## src/rtl/stacker_pkg.sv

```systemverilog
// rtl/stacker_pkg.sv - shared types and widths for the block-stacker game sequencer
//
// Contents:
//   state_t    game FSM encoding (IDLE, SPAWN, MOVE, CHECK, COMMIT, GAME_OVER, WIN)
//   dir_t      moving block direction (DIR_L, DIR_R)
//   POS_W      pixel position width
//   SIZE_W     block size / level width
//   OV_W       widened overlap arithmetic width (keeps max/min/span free of wrap)
//   max_ov / min_ov  overlap helpers

package stacker_pkg;

   localparam int POS_W  = 9;
   localparam int SIZE_W = 4;
   localparam int OV_W   = 10;

   typedef enum logic [2:0] {
      IDLE      = 3'd0,
      SPAWN     = 3'd1,
      MOVE      = 3'd2,
      CHECK     = 3'd3,
      COMMIT    = 3'd4,
      GAME_OVER = 3'd5,
      WIN       = 3'd6
   } state_t;

   typedef enum logic {
      DIR_L = 1'b0,
      DIR_R = 1'b1
   } dir_t;

   function automatic logic [OV_W-1:0] max_ov(input logic [OV_W-1:0] a, input logic [OV_W-1:0] b);
      return (a > b) ? a : b;
   endfunction

   function automatic logic [OV_W-1:0] min_ov(input logic [OV_W-1:0] a, input logic [OV_W-1:0] b);
      return (a < b) ? a : b;
   endfunction

endpackage

```

## src/rtl/stacker_step_timer.sv

```systemverilog
// rtl/stacker_step_timer.sv - step period counter with freeze and one-cycle step pulse
//
// Ports:
//   clk     in   system clock
//   resetn  in   synchronous active-low reset
//   clear   in   force the counter back to 0
//   en      in   count enable; low freezes the counter
//   period  in   cycles per step (values below 1 behave as 1)
//   step    out  high for the enabled cycle in which the count reaches period-1

module stacker_step_timer #(
   parameter int CNT_W = 32
) (
   input  logic             clk,
   input  logic             resetn,
   input  logic             clear,
   input  logic             en,
   input  logic [CNT_W-1:0] period,
   output logic             step
);

   logic [CNT_W-1:0] cnt_q;
   logic [CNT_W-1:0] cnt_d;
   logic [CNT_W-1:0] last;

   // Period 0 would underflow; treat it as a step every enabled cycle.
   assign last = (period == '0) ? '0 : period - CNT_W'(1);

   always_comb begin
      cnt_d = cnt_q;
      step  = 1'b0;
      if (clear) begin
         cnt_d = '0;
      end else if (en) begin
         // >= rather than == so a shortened period never lets the count run away.
         if (cnt_q >= last) begin
            step  = 1'b1;
            cnt_d = '0;
         end else begin
            cnt_d = cnt_q + CNT_W'(1);
         end
      end
   end

   always_ff @(posedge clk) begin
      if (!resetn) begin
         cnt_q <= '0;
      end else begin
         cnt_q <= cnt_d;
      end
   end

endmodule

```

## src/rtl/stack_game_ctrl.sv

```systemverilog
// rtl/stack_game_ctrl.sv - block-stacker game sequencer (move, stop, overlap trim, level/win/miss)
//
// Optional feature macro: SPEEDUP_EN (step period = MOVE_DIV >> (level-1), floor 1 cycle);
// undefined, the step period is a constant MOVE_DIV.
//
// Ports:
//   clk, resetn            clock, synchronous active-low reset
//   start                  1-cycle pulse, begins a game from IDLE/GAME_OVER/WIN
//   stop_btn               synchronised stop level; rising edge stops the block in MOVE
//   draw_ack / draw_req    handshake with the downstream drawer
//   cur_start/end/size     moving block (px inclusive, units)
//   prev_start/end/size    last committed block (px inclusive, units)
//   level                  committed rows so far
//   game_over, win         state flags

module stack_game_ctrl
   import stacker_pkg::*;
#(
   parameter int unsigned X_MAX     = 160,
   parameter int unsigned UNIT_W    = 8,
   parameter int unsigned INIT_SIZE = 4,
   parameter int unsigned LEVELS    = 10,
   parameter int unsigned MOVE_DIV  = 500000
) (
   input  logic              clk,
   input  logic              resetn,
   input  logic              start,
   input  logic              stop_btn,
   input  logic              draw_ack,
   output logic              draw_req,
   output logic [POS_W-1:0]  cur_start,
   output logic [POS_W-1:0]  cur_end,
   output logic [SIZE_W-1:0] cur_size,
   output logic [POS_W-1:0]  prev_start,
   output logic [POS_W-1:0]  prev_end,
   output logic [SIZE_W-1:0] prev_size,
   output logic [SIZE_W-1:0] level,
   output logic              game_over,
   output logic              win
);

   localparam int unsigned INIT_PX    = INIT_SIZE * UNIT_W;
   localparam int unsigned INIT_START = ((X_MAX - INIT_PX) / 2 / UNIT_W) * UNIT_W;

   localparam logic [POS_W-1:0]  X_LAST_P     = POS_W'(X_MAX - 1);
   localparam logic [POS_W-1:0]  UNIT_P       = POS_W'(UNIT_W);
   localparam logic [POS_W-1:0]  INIT_START_P = POS_W'(INIT_START);
   localparam logic [POS_W-1:0]  INIT_END_P   = POS_W'(INIT_START + INIT_PX - 1);
   localparam logic [SIZE_W-1:0] INIT_SIZE_S  = SIZE_W'(INIT_SIZE);
   localparam logic [SIZE_W-1:0] LEVELS_S     = SIZE_W'(LEVELS);
   localparam logic [31:0]       MOVE_DIV_L   = 32'(MOVE_DIV);

   state_t             state_q,      state_d;
   dir_t               dir_q,        dir_d;
   logic               stop_prev_q,  stop_prev_d;
   logic               draw_req_q,   draw_req_d;
   logic [POS_W-1:0]   cur_start_q,  cur_start_d;
   logic [POS_W-1:0]   cur_end_q,    cur_end_d;
   logic [SIZE_W-1:0]  cur_size_q,   cur_size_d;
   logic [POS_W-1:0]   prev_start_q, prev_start_d;
   logic [POS_W-1:0]   prev_end_q,   prev_end_d;
   logic [SIZE_W-1:0]  prev_size_q,  prev_size_d;
   logic [SIZE_W-1:0]  level_q,      level_d;

   logic               stop_edge;
   logic               step;
   logic               timer_clear;
   logic               timer_en;
   logic               draw_set;
   logic [31:0]        period;

   logic [OV_W-1:0]    ov_start;
   logic [OV_W-1:0]    ov_end;
   logic [OV_W-1:0]    ov_span;
   logic               ov_hit;
   logic [SIZE_W-1:0]  ov_size;
   logic [SIZE_W-1:0]  level_inc;

   assign stop_edge = stop_btn & ~stop_prev_q;

`ifdef SPEEDUP_EN
   logic [31:0] period_shift;
   assign period_shift = MOVE_DIV_L >> (level_q - SIZE_W'(1));
   assign period       = (period_shift == 32'd0) ? 32'd1 : period_shift;
`else
   assign period = MOVE_DIV_L;
`endif

   // Counter runs only in MOVE and holds while the drawer owes an ack.
   assign timer_en = (state_q == MOVE) && !draw_req_q;

   stacker_step_timer #(.CNT_W(32)) u_step_timer (
      .clk    (clk),
      .resetn (resetn),
      .clear  (timer_clear),
      .en     (timer_en),
      .period (period),
      .step   (step)
   );

   // cur/prev are stable across CHECK and COMMIT, so the overlap is combinational
   // and used by both states without extra storage.
   assign ov_start  = max_ov({1'b0, cur_start_q}, {1'b0, prev_start_q});
   assign ov_end    = min_ov({1'b0, cur_end_q},   {1'b0, prev_end_q});
   assign ov_hit    = (ov_start <= ov_end);
   assign ov_span   = ov_end - ov_start + OV_W'(1);
   assign ov_size   = SIZE_W'(ov_span / OV_W'(UNIT_W));
   assign level_inc = level_q + SIZE_W'(1);

   always_comb begin
      state_d      = state_q;
      dir_d        = dir_q;
      stop_prev_d  = stop_btn;
      cur_start_d  = cur_start_q;
      cur_end_d    = cur_end_q;
      cur_size_d   = cur_size_q;
      prev_start_d = prev_start_q;
      prev_end_d   = prev_end_q;
      prev_size_d  = prev_size_q;
      level_d      = level_q;
      draw_set     = 1'b0;
      timer_clear  = 1'b0;

      case (state_q)
         IDLE, GAME_OVER, WIN: begin
            if (start) begin
               prev_start_d = INIT_START_P;
               prev_end_d   = INIT_END_P;
               prev_size_d  = INIT_SIZE_S;
               cur_size_d   = INIT_SIZE_S;
               level_d      = SIZE_W'(1);
               state_d      = SPAWN;
            end
         end

         SPAWN: begin
            cur_start_d = '0;
            cur_end_d   = POS_W'(cur_size_q) * UNIT_P - POS_W'(1);
            dir_d       = DIR_R;
            timer_clear = 1'b1;
            draw_set    = 1'b1;
            state_d     = MOVE;
         end

         MOVE: begin
            // A stop in the same cycle as a step discards the step.
            if (stop_edge) begin
               state_d = CHECK;
            end else if (step) begin
               draw_set = 1'b1;
               if (dir_q == DIR_R) begin
                  if (cur_end_q == X_LAST_P) begin
                     dir_d       = DIR_L;
                     cur_start_d = cur_start_q - UNIT_P;
                     cur_end_d   = cur_end_q - UNIT_P;
                  end else begin
                     cur_start_d = cur_start_q + UNIT_P;
                     cur_end_d   = cur_end_q + UNIT_P;
                  end
               end else begin
                  if (cur_start_q == '0) begin
                     dir_d       = DIR_R;
                     cur_start_d = cur_start_q + UNIT_P;
                     cur_end_d   = cur_end_q + UNIT_P;
                  end else begin
                     cur_start_d = cur_start_q - UNIT_P;
                     cur_end_d   = cur_end_q - UNIT_P;
                  end
               end
            end
         end

         CHECK: begin
            if (ov_hit) begin
               state_d = COMMIT;
            end else begin
               draw_set = 1'b1;
               state_d  = GAME_OVER;
            end
         end

         COMMIT: begin
            prev_start_d = ov_start[POS_W-1:0];
            prev_end_d   = ov_end[POS_W-1:0];
            prev_size_d  = ov_size;
            cur_size_d   = ov_size;
            level_d      = level_inc;
            draw_set     = 1'b1;
            state_d      = (level_inc == LEVELS_S) ? WIN : SPAWN;
         end

         default: begin
            state_d = IDLE;
         end
      endcase

      // Set-dominant: an ack only clears when nothing new was posted this cycle.
      draw_req_d = draw_set | (draw_req_q & ~draw_ack);
   end

   always_ff @(posedge clk) begin
      if (!resetn) begin
         state_q      <= IDLE;
         dir_q        <= DIR_R;
         stop_prev_q  <= 1'b0;
         draw_req_q   <= 1'b0;
         cur_start_q  <= '0;
         cur_end_q    <= '0;
         cur_size_q   <= '0;
         prev_start_q <= '0;
         prev_end_q   <= '0;
         prev_size_q  <= '0;
         level_q      <= '0;
      end else begin
         state_q      <= state_d;
         dir_q        <= dir_d;
         stop_prev_q  <= stop_prev_d;
         draw_req_q   <= draw_req_d;
         cur_start_q  <= cur_start_d;
         cur_end_q    <= cur_end_d;
         cur_size_q   <= cur_size_d;
         prev_start_q <= prev_start_d;
         prev_end_q   <= prev_end_d;
         prev_size_q  <= prev_size_d;
         level_q      <= level_d;
      end
   end

   assign draw_req   = draw_req_q;
   assign cur_start  = cur_start_q;
   assign cur_end    = cur_end_q;
   assign cur_size   = cur_size_q;
   assign prev_start = prev_start_q;
   assign prev_end   = prev_end_q;
   assign prev_size  = prev_size_q;
   assign level      = level_q;
   assign game_over  = (state_q == GAME_OVER);
   assign win        = (state_q == WIN);

endmodule

```

## config.mk

```make
export PLATFORM = sky130hd
export DESIGN_NAME = stack_game_ctrl
export DESIGN_NICKNAME = d
export VERILOG_FILES = /design/src/rtl/stacker_pkg.sv /design/src/rtl/stacker_step_timer.sv /design/src/rtl/stack_game_ctrl.sv
export SDC_FILE = /design/constraint.sdc
export NUM_CORES = 1
export LEC_CHECK = 0
export CAP_MARGIN = 20
export CORE_MARGIN = 3
export CORE_UTILIZATION = 38
export DETAILED_ROUTE_END_ITERATION = 6
export MAX_ROUTING_LAYER = met4
export PLACE_DENSITY_LB_ADDON = 0.3
export SLEW_MARGIN = 20
export SYNTH_ARGS = -nofsm -noshare
export SYNTH_HDL_FRONTEND = slang
export SYNTH_SLANG_ARGS = --single-unit
```

## constraint.sdc

```tcl
create_clock -name clk -period 4.87 [get_ports clk]
set_input_delay 1.461 -clock clk [delete_from_list [all_inputs] [get_ports clk]]
set_output_delay 1.461 -clock clk [all_outputs]
set_load 0.03 [all_outputs]
```

## After elaboration in Yosys (flattened, before gate mapping)

Cells that the tools add are included.

| storage, ports and cells | value |
|---|---|
| output and inout port bits | 51 |
| bits of input ports | 5 |
| register bits after elaboration | 82 |

| operators by class | value |
|---|---|
| reduce and logical (&&, ||, !) cells | 12 |
| order comparisons | 4 |
| $add $sub $neg | 9 |
| muxes and demuxes | 42 |
| bitwise gates (word level) | 6 |
| eq/ne operators | 12 |

Operators by type and width:

| operator | count |
|---|---|
| $mux W9 | 14 |
| $pmux W9 S2 | 4 |
| $add A32 B1 Y32 const B | 1 |
| $ge A32 B19 Y1 const B | 1 |
| $mux W32 | 1 |
| $add A9 B4 Y9 const B | 2 |
| $sub A9 B4 Y9 const B | 2 |
| $pmux W4 S2 | 2 |
| $pmux W3 S5 | 1 |
| $mux W1 | 13 |
| $eq A3 B3 Y1 const B | 3 |
| $eq A9 B8 Y1 const B | 1 |
| $gt A9 B9 Y1 | 1 |
| $le A9 B9 Y1 | 1 |
| $logic_not A9 Y1 | 1 |
| $lt A9 B9 Y1 | 1 |
| $mux W3 | 3 |
| $mux W4 | 2 |
| $ne A2 B2 Y1 const B | 4 |
| $sub A7 B1 Y8 const B | 1 |
| $add A7 B1 Y7 const B | 1 |
| $sub A7 B7 Y7 | 1 |
| $eq A3 B2 Y1 const B | 2 |
| $add A4 B1 Y4 const B | 1 |
| other kinds (15) | 21 |

## Longest topological paths before layout

| logic depth | value |
|---|---|
| depth after elaboration | 8 |
| mapped depth | 18 |
| mapped depth without buffers | 17 |

## By module

Synthesis repeated with hierarchy kept, for this count alone.

| unflattened totals | value |
|---|---|
| cell total of the unflattened synthesis | 815 |
| area total of the unflattened synthesis | 6563.8 um2 |

By module, submodules not included:

| module | area an instance (um2) | seq. area each (um2) | instances | cells an instance |
|---|---|---|---|---|
| stack_game_ctrl | 3662.3 | 900.9 | 1 | 446 |
| stacker_step_timer | 2901.5 | 640.6 | 1 | 369 |

## Least setup slack after synthesis

OpenSTA, ideal clock, no wires.

| timing | value |
|---|---|
| path kind | reg-to-reg |
| start point | register cur_end_q[6], in the netlist cur_end[6] |
| end point | register prev_size_q[3], in the netlist prev_size[3] |
| buffers on the path | 1 |
| slack | 0.890 ns |
| library setup time | 0.142 ns |
| cell stages (with the launch flop) | 18 |
| data required time | 4.728 ns |
| data arrival time | 3.839 ns |
| path through | dfxtp_1 > ha_1 > a21o_1 > a21oi_1 > o31ai_1 > o21ai_0 > and2_1 > buf_1 > a21oi_1 > ha_1 > inv_1 > fa_1 > and3b_1 > o21a_1 > o21a_1 > o21a_1 > o2111ai_1 > o311ai_0 |

| between the ends | value |
|---|---|
| longest elaborated chain between the ends | 5 |

Ends and longest elaborated chain:

| what | RTL line | text |
|---|---|---|
| start: declaration | stack_game_ctrl.sv:58 | `logic [POS_W-1:0] cur_end_q, cur_end_d;` |
| start signal: assignment | stack_game_ctrl.sv:220 | `cur_end_q <= cur_end_d;` |
| $lt A9 B9 Y1 | stacker_pkg.sv:37 | `return (a < b) ? a : b;` |
| $mux W9 * | stacker_pkg.sv:37 |  |
| $sub A7 B7 Y7 * | stack_game_ctrl.sv:106 | `assign ov_span = ov_end - ov_start + OV_W'(1);` |
| $add A7 B1 Y7 * | stack_game_ctrl.sv:106 |  |
| $pmux W4 S2 * | stack_game_ctrl.sv:124 | `case (state_q)` |
| end signal: assignment | stack_game_ctrl.sv:224 | `prev_size_q <= prev_size_d;` |
| end: declaration | stack_game_ctrl.sv:62 | `logic [SIZE_W-1:0] prev_size_q, prev_size_d;` |

Every way passes the cells marked *; elsewhere a longest branch is shown, timed or not.
A chain may end at the register's enable or synchronous reset.

## Worst setup path in the final report

| timing | value |
|---|---|
| start point | register cur_end_q[1], in the netlist cur_end[1] |
| end point | register prev_size_q[3], in the netlist prev_size[3] |

The elaborated chain is that of the path after synthesis.

==> flow_metrics.py <==
metrics = {
    "drt": {
        "vias_per_cell": 5.55,
        "postRouteWirelength_microns": 12800,
        "drtPass1Iterations": 5,
        "route.detailed.drc": 0,
        "drt.antenna.violating_nets": 0,
        "drt-initial-drc-count": 307,
        "wire_per_inst_microns": 16.1,
        "num_vias": 4424,
    },
    "setup_path": {
        "cp.arrival_ps": 4440,
        "timing_worst_setup_path_type": "reg -> reg",
        "timing.critical_path.required_ps": 5060,
        "worst-path-max-fanout": 15,
        "nature_of_the_critical_path_startpoint": "flop",
        "setup.worst_path.end_class": "flop",
        "ff2ff_path_depth": 16,
    },
    "clock_tree": {
        "max-clock-path-buffers": 2,
        "clk-insertion-delay-late_ps": 330,
        "postCtsHoldBufs": 0,
        "post-cts-setup-buffer-count": 0,
        "cts_resized": 0,
        "htreeDepth": 3,
        "clkSinkCount": 77,
        "tritoncts": "built",
        "clockRootBuffer": "clkbuf_16",
        "cts_inserted_buffers": 9,
        "clk_pin_slew_ps": 60,
    },
    "global_routing": {
        "antenna_found_initial": 0,
        "grt_remaining_overflow": 0,
        "grt_pass1_vias": 4217,
        "grt_overall_usage_pct": 18.7,
        "grt_max_degree": 33,
        "grt_first_pass_wirelength_microns": 21100,
    },
    "logic_synthesis": {
        "yosys.area.top_type": "dfxtp_1",
        "synth_seq_area_share_pct": 32.0,
        "synth_flop_cell": "dfxtp_1",
        "synthArstFlopShare_pct": 0,
        "synth_top_cells_by_area": "dfxtp_1, ha_1, a21oi_1",
        "netlist_top_cells_count": "dfxtp_1, nor2_1, a21oi_1",
        "synth_warnings": 0,
        "yosys.area.top_type_share_pct": 32.0,
        "synth_edf_count": 0,
        "ys_ff_latch": 77,
        "syn_inst": 589,
        "avgSynthCellArea_sq_um": 8.19,
        "synth.cell_area_sq_um": 4820,
        "ys_types": 63,
        "synthMostInstantiatedCell": "dfxtp_1",
    },
    "placement": {
        "post-dp-hpwl_microns": 9460,
        "gp_routability_congestion": 0.930,
        "port-buffer-count": 52,
    },
    "floorplan": {
        "die-height_microns": 119,
        "floorplan.initialDensity_pct": 39.5,
        "rows": 40,
        "die_area_sq_um": 14100,
        "dieWidth_microns": 119,
        "core_region_area_sq_um": 12200,
        "ios": 56,
    },
    "timing": {
        "maxSlewViolCount": 0,
        "setup_viol": 0,
        "tns_ps": 0,
        "timing_worst_slew_pin_value_ps": 969,
        "fin_skew_ps": 6.49,
        "report.final.hold_viol_count": 0,
        "final.period_utilization_pct": 87.1,
        "max-slew-margin-rel_pct": 35.2,
        "clock.fmax_mhz": 236,
        "setup_repair_after_global_routing_missed_its_margin": "false",
        "period_needed_ps": 4240,
    },
    "outcome": {
        "run_status": "finished clean",
    },
    "hold_path": {
        "worstHoldPathType": "reg -> reg",
        "holdPathStages": 2,
    },
    "final_layout": {
        "filler_cell_count": 1192,
        "num_antenna_cells": 0,
        "final_net_count": 670,
        "area_delta_synth_final_pct": 17.7,
        "final_layout_size_suffix_gt1_share_pct": 7.79,
    },
    "power": {
        "power.density_cell_area_nw_per_um2": 362,
        "power.total_mw": 2.05,
        "cellLeakagePower_nw": 2.18,
        "vdd_ir_drop_max_v": 0.000149,
    },
    "job": {
        "max_cap_viol_count": 0,
    },
}
worst max-delay path, stage by stage (launching register included):
cell	delay (ps)
dfxtp_1	660
ha_1	330
a211oi_1	210
o31ai_1	120
o21ai_0	190
buf_4	210
and2_1	390
a21oi_1	140
ha_1	210
inv_1	90
fa_1	420
and3b_1	210
o21a_1	200
o21a_1	200
o21a_1	200
o2111ai_1	170
o311ai_0	160
power breakdown:
part | internal [mW] | switching, mW
registers | 0.663 | 0.0595
logic | 0.284 | 0.427
clock network | 0.349 | 0.272
total | 1.30 | 0.759
area by class of cell:
| class | instances | area (sq um) | area share [%] |
|---|---|---|---|
| Timing Repair Buffer | 60 | 581 | 10.2 |
| Tap cell | 168 | 210 | 3.70 |
| Clock inverter | 6 | 46.3 | 0.815 |
| Sequential cell | 77 | 1540 | 27.1 |
| Inverter | 32 | 120 | 2.12 |
| Clock buffer | 10 | 229 | 4.03 |
| Multi-Input combinational cell | 444 | 2950 | 52.0 |
sequential cells by signal (all words and copies together), names as in the netlist, 3 cells and up:
| register | flops |
|---|---|
| u_step_timer.cnt_q | 32 |
| prev_end | 9 |
| prev_start | 9 |
| cur_end | 7 |
| cur_start | 6 |
| level | 4 |
| prev_size | 4 |
| state_q | 3 |
layout by cell type, fill, tap and decap left out, types with 18 or more instances in the layout:
cell type	synthesis	final
nand3_1	21	21
ha_1	40	40
a21oi_1	54	54
clkdlybuf4s50_1	0	52
nand2_1	38	38
nor2_1	72	72
xor2_1	18	18
o21ai_0	18	18
dfxtp_1	77	77
inv_1	32	32
kinds of logic (layout without fill, tap and decap cells):
kind of cell             after synthesis  after routing  synth area share, %
AO/OA/AOI/OAI                        151            151                 20.9
flip-flops                            77             77                 32.0
other                                  1              3               0.0777
multiplexers                           9              9                 2.00
XOR/XNOR                              29             29                 5.27
AND/OR/NAND/NOR                      211            211                 21.9
adder cells (fa/ha/maj)               41             41                 10.8
buffers and inverters                 70            108                 7.08
final timing paths:
check                                      startpoint                                   to  slack [ps]
hold reg to reg   u_step_timer.cnt_q[25]$_SDFFE_PP0P_  u_step_timer.cnt_q[25]$_SDFFE_PP0P_         490
hold / removal    u_step_timer.cnt_q[25]$_SDFFE_PP0P_  u_step_timer.cnt_q[25]$_SDFFE_PP0P_         490
setup / recovery              cur_end[1]$_SDFFE_PN0P_            prev_size[3]$_SDFFE_PN0P_         630
setup reg to reg              cur_end[1]$_SDFFE_PN0P_            prev_size[3]$_SDFFE_PN0P_         630
per-layer routing:
layer	track usage, %	vias up	routed length (microns)
met4	5.65	0	214
met1	25.6	2084	6140
li1	-	2179	-
met3	3.16	17	745
met2	28.2	144	5750
met5	-	-	0
per-stage QoR:
stage	instance area [sq um]	util [%]	hold WS (ps)	cells	setup WS [ps]
after floorplan	4830	-	430	591	890
after global placement	5400	44.2	441	781	952
after detailed placement	5400	44.2	476	781	689
after CTS	5680	46.5	488	797	675
after global routing	5680	46.5	517	797	265
final	5680	46.5	487	797	628
(Power assumes the default switching activity.)
